==> config.mk <==
export PLATFORM = sky130hd
export DESIGN_NAME = wb_port_arbiter
export DESIGN_NICKNAME = d
export VERILOG_FILES = /design/src/rtl/wb_port_arbiter.sv
export SDC_FILE = /design/constraint.sdc
export NUM_CORES = 1
export LEC_CHECK = 0
export ABC_CLOCK_PERIOD_IN_PS = 1300
export BUFFER_PORTS_ARGS = -buffer_cell sky130_fd_sc_hd__buf_2
export CAP_MARGIN = 30
export CELL_PAD_IN_SITES_DETAIL_PLACEMENT = 0
export CELL_PAD_IN_SITES_GLOBAL_PLACEMENT = 1
export CORE_MARGIN = 2
export CORE_UTILIZATION = 26
export DETAILED_ROUTE_END_ITERATION = 8
export PLACE_DENSITY_LB_ADDON = 0.1
export SYNTH_ARGS = -nofsm -noshare
export SYNTH_HDL_FRONTEND = slang
export SYNTH_SLANG_ARGS = --single-unit
==> constraint.sdc <==
create_clock -name clk -period 1.3 [get_ports clk]
set_input_delay 0.26 -clock clk [delete_from_list [all_inputs] [get_ports clk]]
set_output_delay 0.26 -clock clk [all_outputs]
set_load 0.01 [all_outputs]
==> src/rtl/wb_port_arbiter.sv <==
// Register-file write-port arbiter: round-robin between primary writeback (A) and
// multi-cycle writeback (B), with a two-beat lock for B paired writes.
module wb_port_arbiter #(
  parameter int unsigned DW = 32,
  parameter int unsigned AW = 5
) (
  input  logic          clk,
  input  logic          reset,
  input  logic          stall,
  input  logic          a_valid,
  input  logic [AW-1:0] a_addr,
  input  logic [DW-1:0] a_data,
  output logic          a_ready,
  input  logic          b_valid,
  input  logic          b_pair,
  input  logic [AW-1:0] b_addr,
  input  logic [DW-1:0] b_data,
  output logic          b_ready,
  output logic          mux_sel,
  output logic          rf_we,
  output logic [AW-1:0] rf_waddr,
  output logic [DW-1:0] rf_wdata,
  output logic          locked
);

  typedef enum logic [0:0] {StArb, StLock} state_e;

  state_e state_q, state_d;
  // last_b_q: 1 when B won the most recent grant; resets to B so A wins the first tie.
  logic   last_b_q, last_b_d;

  always_comb begin
    a_ready  = 1'b0;
    b_ready  = 1'b0;
    state_d  = state_q;
    last_b_d = last_b_q;
    if (!reset && !stall) begin
      case (state_q)
        StArb: begin
          if (a_valid && b_valid) begin
            a_ready = last_b_q;
            b_ready = !last_b_q;
          end else begin
            a_ready = a_valid;
            b_ready = b_valid;
          end
          if (b_ready && b_pair) state_d = StLock;
        end
        StLock: begin
          // Second beat or abandonment; either way the lock ends this cycle.
          b_ready = b_valid;
          state_d = StArb;
        end
        default: state_d = StArb;
      endcase
      if (a_ready) begin
        last_b_d = 1'b0;
      end else if (b_ready) begin
        last_b_d = 1'b1;
      end
    end
  end

  always_ff @(posedge clk) begin
    if (reset) begin
      state_q  <= StArb;
      last_b_q <= 1'b1;
      mux_sel  <= 1'b0;
      rf_we    <= 1'b0;
      rf_waddr <= '0;
      rf_wdata <= '0;
    end else begin
      state_q  <= state_d;
      last_b_q <= last_b_d;
      if (a_ready) begin
        mux_sel  <= 1'b0;
        rf_waddr <= a_addr;
        rf_wdata <= a_data;
        rf_we    <= (a_addr != '0);
      end else if (b_ready) begin
        mux_sel  <= 1'b1;
        rf_waddr <= b_addr;
        rf_wdata <= b_data;
        rf_we    <= (b_addr != '0);
      end else begin
        rf_we    <= 1'b0;
      end
    end
  end

  assign locked = (state_q == StLock);

endmodule
# --- After elaboration in Yosys (flattened, before gate mapping) ---
# Index checks and enable logic that the tools add are counted.
word_totals:
  word_cells: 39
  reg_bits: 41
classes:
  bitwise: 1
  muxes: 20
  n_reduce_logical: 12
op_table:
  columns: ["op", "count"]
  rows:
  - ["two-way mux 32 bit", 2]
  - ["two-way mux 1 bit", 14]
  - ["two-way mux 5 bit", 2]
  - ["nonzero test 5 bit", 2]
  - ["one-hot mux 1 bit (2 select lines)", 2]
  - ["nonzero test 2 bit", 2]
  - ["logical AND 1 bit", 3]
  - ["logical NOT 1 bit", 3]
  - ["AND reduction 2 bit", 1]
  - ["OR reduction 2 bit", 1]
  - ["NOT 1 bit", 1]

# --- Depth between registers and ports, before layout ---
depth:
  word_depth: 9
  ltp_mapped: 8

# --- Worst setup path after synthesis ---
# No wires, ideal clock.
synth_path:
  kind: "reg-to-reg"
  from: "register state_q (netlist: locked)"
  to: "register rf_waddr[0]"
  synth_period_minus_slack_ps: 1392
  setup_ps: 81
  required_ps: 1219
  slack_ps: -92
  arrival_ps: 1311
  path_buffers: 2
  stages_incl_launch_ff: 8
  path_cell_list: "dfxtp_1 > nor4b_4 > nand2_2 > inv_2 > buf_6 > buf_8 > a21oi_2 > a211oi_2"
synth_between:
  elab_chain_len: 5
synth_lines:
  columns: ["element", "line", "rtl"]
  rows:
  - ["from (decl)", "28", "state_e state_q, state_d;"]
  - ["from (signal assigned)", "66", "state_q <= StArb;"]
  - ["from (signal assigned)", "73", "state_q <= state_d;"]
  - ["NOT 1 bit", null, null]
  - ["one-hot mux 1 bit (2 select lines)", "38", "case (state_q)"]
  - ["two-way mux 1 bit (2 in a row)", "37", "if (!reset && !stall) begin"]
  - ["nonzero test 2 bit (no source line)", null, null]
  - ["to (signal assigned)", "77", "rf_waddr <= a_addr;"]
  - ["to (signal assigned)", "82", "rf_waddr <= b_addr;"]
  - ["to (decl)", "21", "output logic [AW-1:0] rf_waddr,"]
# Parallel ways exist; a longest one is shown, timed or not. The select of a mux whose other input is x is not followed.
# A chain may end at the register's enable or synchronous reset.

# --- Worst setup path after layout ---
layout_path:
  from: "register state_q (netlist: locked)"
  to: "output port a_ready"
layout_between:
  elab_chain_len: 3
layout_lines:
  columns: ["element", "line", "rtl"]
  rows:
  - ["two-way mux 1 bit", "38", null]
  - ["two-way mux 1 bit (2 in a row)", "37", null]
  - ["to (decl)", "13", "output logic a_ready,"]
# Every way passes these cells. The select of a mux whose other input is x is not followed.

==> results.cfg <==
[cts]
cts_hold_buf = 0
clock_path_buffers = 2
root_buffer = clkbuf_8
cts_max_level = 2
path_clk_slew_ns = 0.08
cts_tree = done
clkLatencyLatePin_ns = 0.29
clock_sinks = 41
cts-buffers-inserted = 5

[sta]
worst_pin_slew_ns = 0.365
slew_headroom_pct = 75.0
maxSlewViolCount = 0
clock_skew_ns = 0.00757
rsz0062_at_grt = yes
timing.final.ws_setup_ns = -0.254
setup_viol = 41
clock.fmax_ghz = 0.643
layout_min_cycle_time_ns = 1.55
fin_crit_sh_pct = 120
hold_violations = 0
finalSetupTns_ns = -4.82

[critical_path]
cp_max_fo = 3
path_buf_inv = 3
crit_chain = nor4b_4 > nand2_2 > inv_4 > buf_12 > buf_6
path_class = flip-flop to output pin
cp-start-kind = flip-flop
startpoint = locked
cp.required_ns = 1.04
endpoint = a_ready
crit_path_top_delay_cell = dfxtp_4
critical_path.top_delay_family = simple AND/OR/NAND/NOR gates
cp.arrival_ns = 1.29
worstSetupEndpointType = output pin
r2r_setup_slack_ns = -0.15
crit_cells = 5
reg2reg_depth = 7
crit_path_max_incr_delay_ns = 0.36
r2r_end = rf_wdata[26]
r2r_start = locked

[logic_synthesis]
synth_area_per_cell_um2 = 8.23
synth_warnings = 0
syn_inst = 233
synth.distinct_cells = 25
syn_area_um2 = 1920
synth_fp_nets = 313
yosysSeqAreaShare_pct = 42.8
ys_ff_latch = 41

[outcome]
violations = negative setup slack
status = finished, violations left

[routing]
drc_errors = 0
drt_first_iter_violations = 47
wl_per_cell_um = 14.4
ant_nets = 0
drt-pass1-iter-count = 4
via_per_inst = 4.63
num_vias = 2175
drt-total-wl_um = 6780

[global_route]
grt_util_all_layers_pct = 15.3
antenna_found_initial = 0
grt_pass1_wl_um = 9980
grt_overflow = 0
grt_max_degree = 39
grt_pass1_vias = 2018

[layout]
fillers = 793
area_growth_pct = 58.8
drive_gt1_share_pct = 50.4
layoutNonFillerInstCount = 470
nets = 450
diodes = 0
final_core_util_pct = 42.2
regArea_um2 = 825
multi_input_area_um2 = 1020

[pwr]
power.total_mw = 2.90
ir_worst_vdd_uv = 345
power_density_nw_per_um2 = 952
leakage_nw = 1.48

[placement]
place_congestion = 0.750
place_worst_setup_slack_ns = -0.182
io_buffers = 121
dp_hpwl_um = 4270
dp.cells = 448

[run]
drv_cap = 0

[floorplan]
initial_core_util_pct = 26.6
io_pins = 122
die_x_um = 89.9
num_rows = 31
core_area_um2 = 7210
dieArea_um2 = 8080
die_h_um = 89.9

[hold_path]
min_path_type = input pin to flip-flop
holdPathStages = 3
-- sequential cells by signal, indices dropped and copies added, names as in the netlist --
| name | flops |
|---|---|
| last_b_q | 1 |
| locked | 1 |
| mux_sel | 1 |
| rf_waddr | 5 |
| rf_wdata | 32 |
| rf_we | 1 |
-- final cells by class --
class | instances | area share, %
repair buffers | 151 | 32.6
well taps | 99 | 4.07
flip-flops and latches | 41 | 27.1
multi-input cells | 170 | 33.4
clock buffers | 8 | 2.63
inverters | 1 | 0.205
-- cell usage in the layout (no fill, tap or decap), types with 2 or more instances in the layout --
cell       instances
buf_2            119
nor2_1            42
nand2_1           40
dfxtp_1           40
a21oi_1           28
a211oi_1          24
a211oi_2          13
buf_4             12
a21oi_2           10
buf_6             10
clkbuf_8           5
buf_12             5
clkbuf_1           3
buf_8              3
clkbuf_16          2
-- cells in the mapped netlist, drive strengths merged --
| cell | instances | area (um^2) |
|---|---|---|
| nor3 | 1 | 5.00 |
| nand2 | 41 | 156 |
| a21oi | 38 | 228 |
| inv | 1 | 3.75 |
| a2111oi | 1 | 8.76 |
| o21ai | 1 | 5.00 |
| nor2 | 42 | 158 |
| clkbuf | 5 | 18.8 |
| nand2b | 1 | 6.26 |
| nor2b | 1 | 6.26 |
| a211oi | 37 | 328 |
| nor4b | 1 | 23.8 |
| and3 | 1 | 6.26 |
| buf | 16 | 104 |
| o2bb2ai | 1 | 8.76 |
| dfxtp | 41 | 821 |
| a211o | 1 | 8.76 |
| o21a | 2 | 15.0 |
| or4 | 1 | 7.51 |
-- how the worst min path moves through the flow --
stage | to | from | slack, ns
after global placement | mux_sel | mux_sel | 0.44
after global routing | rf_wdata[6] | b_data[6] | 0.19
final | rf_wdata[24] | b_data[24] | 0.20
after CTS | rf_wdata[24] | b_data[24] | 0.19
after detailed placement | mux_sel | mux_sel | 0.45
after floorplan | rf_wdata[11] | b_data[11] | 0.40
-- routing by layer --
layer / up-vias / part of all wire (%) / GRT usage [%]
li1: 1087 / - / -
met1: 997 / 44 / 19.2
met2: 85 / 47 / 25.3
met3: 6 / 7.6 / 5.03
met4: 0 / 1.2 / 4.62
met5: - / 0 / 0
-- repair_timing --
item | CTS | global route
resized for setup | 19 | 11
gates cloned | 2 | 4
buffers inserted | 8 | 2
pin swaps | 2 | 18
hold endpoints to repair | 0 | 0
setup endpoints to repair | 40 | 42
-- power by group --
group	internal (mW)	total (mW)	switching, mW
logic	0.346	0.704	0.358
clock network	0.382	0.820	0.438
registers	1.34	1.37	0.0394
total	2.06	2.90	0.835
-- metrics by stage --
stage                     hold WS [ns]  cell area, um^2
after floorplan                  0.401             1930
after global placement           0.442             2720
after detailed placement         0.450             2720
after CTS                        0.192             2960
after global routing             0.190             3050
final                            0.199             3050
-- logic make-up after synthesis --
group / after synthesis / synth area share [%]
AOI/OAI and AO/OA: 81 / 31.4
buffers and inverters: 22 / 6.59
DFF: 41 / 42.8
and+or+nand+nor: 89 / 19.2
-- worst register-to-register path, cell delays in order (launching register included) --
cell	delay, ns
dfxtp_4	0.36
nor4b_4	0.27
nand2_2	0.11
inv_4	0.08
buf_6	0.13
clkbuf_16	0.15
a21oi_1	0.06
a211oi_1	0.22
No activity file was read; power rests on OpenSTA's default activity.
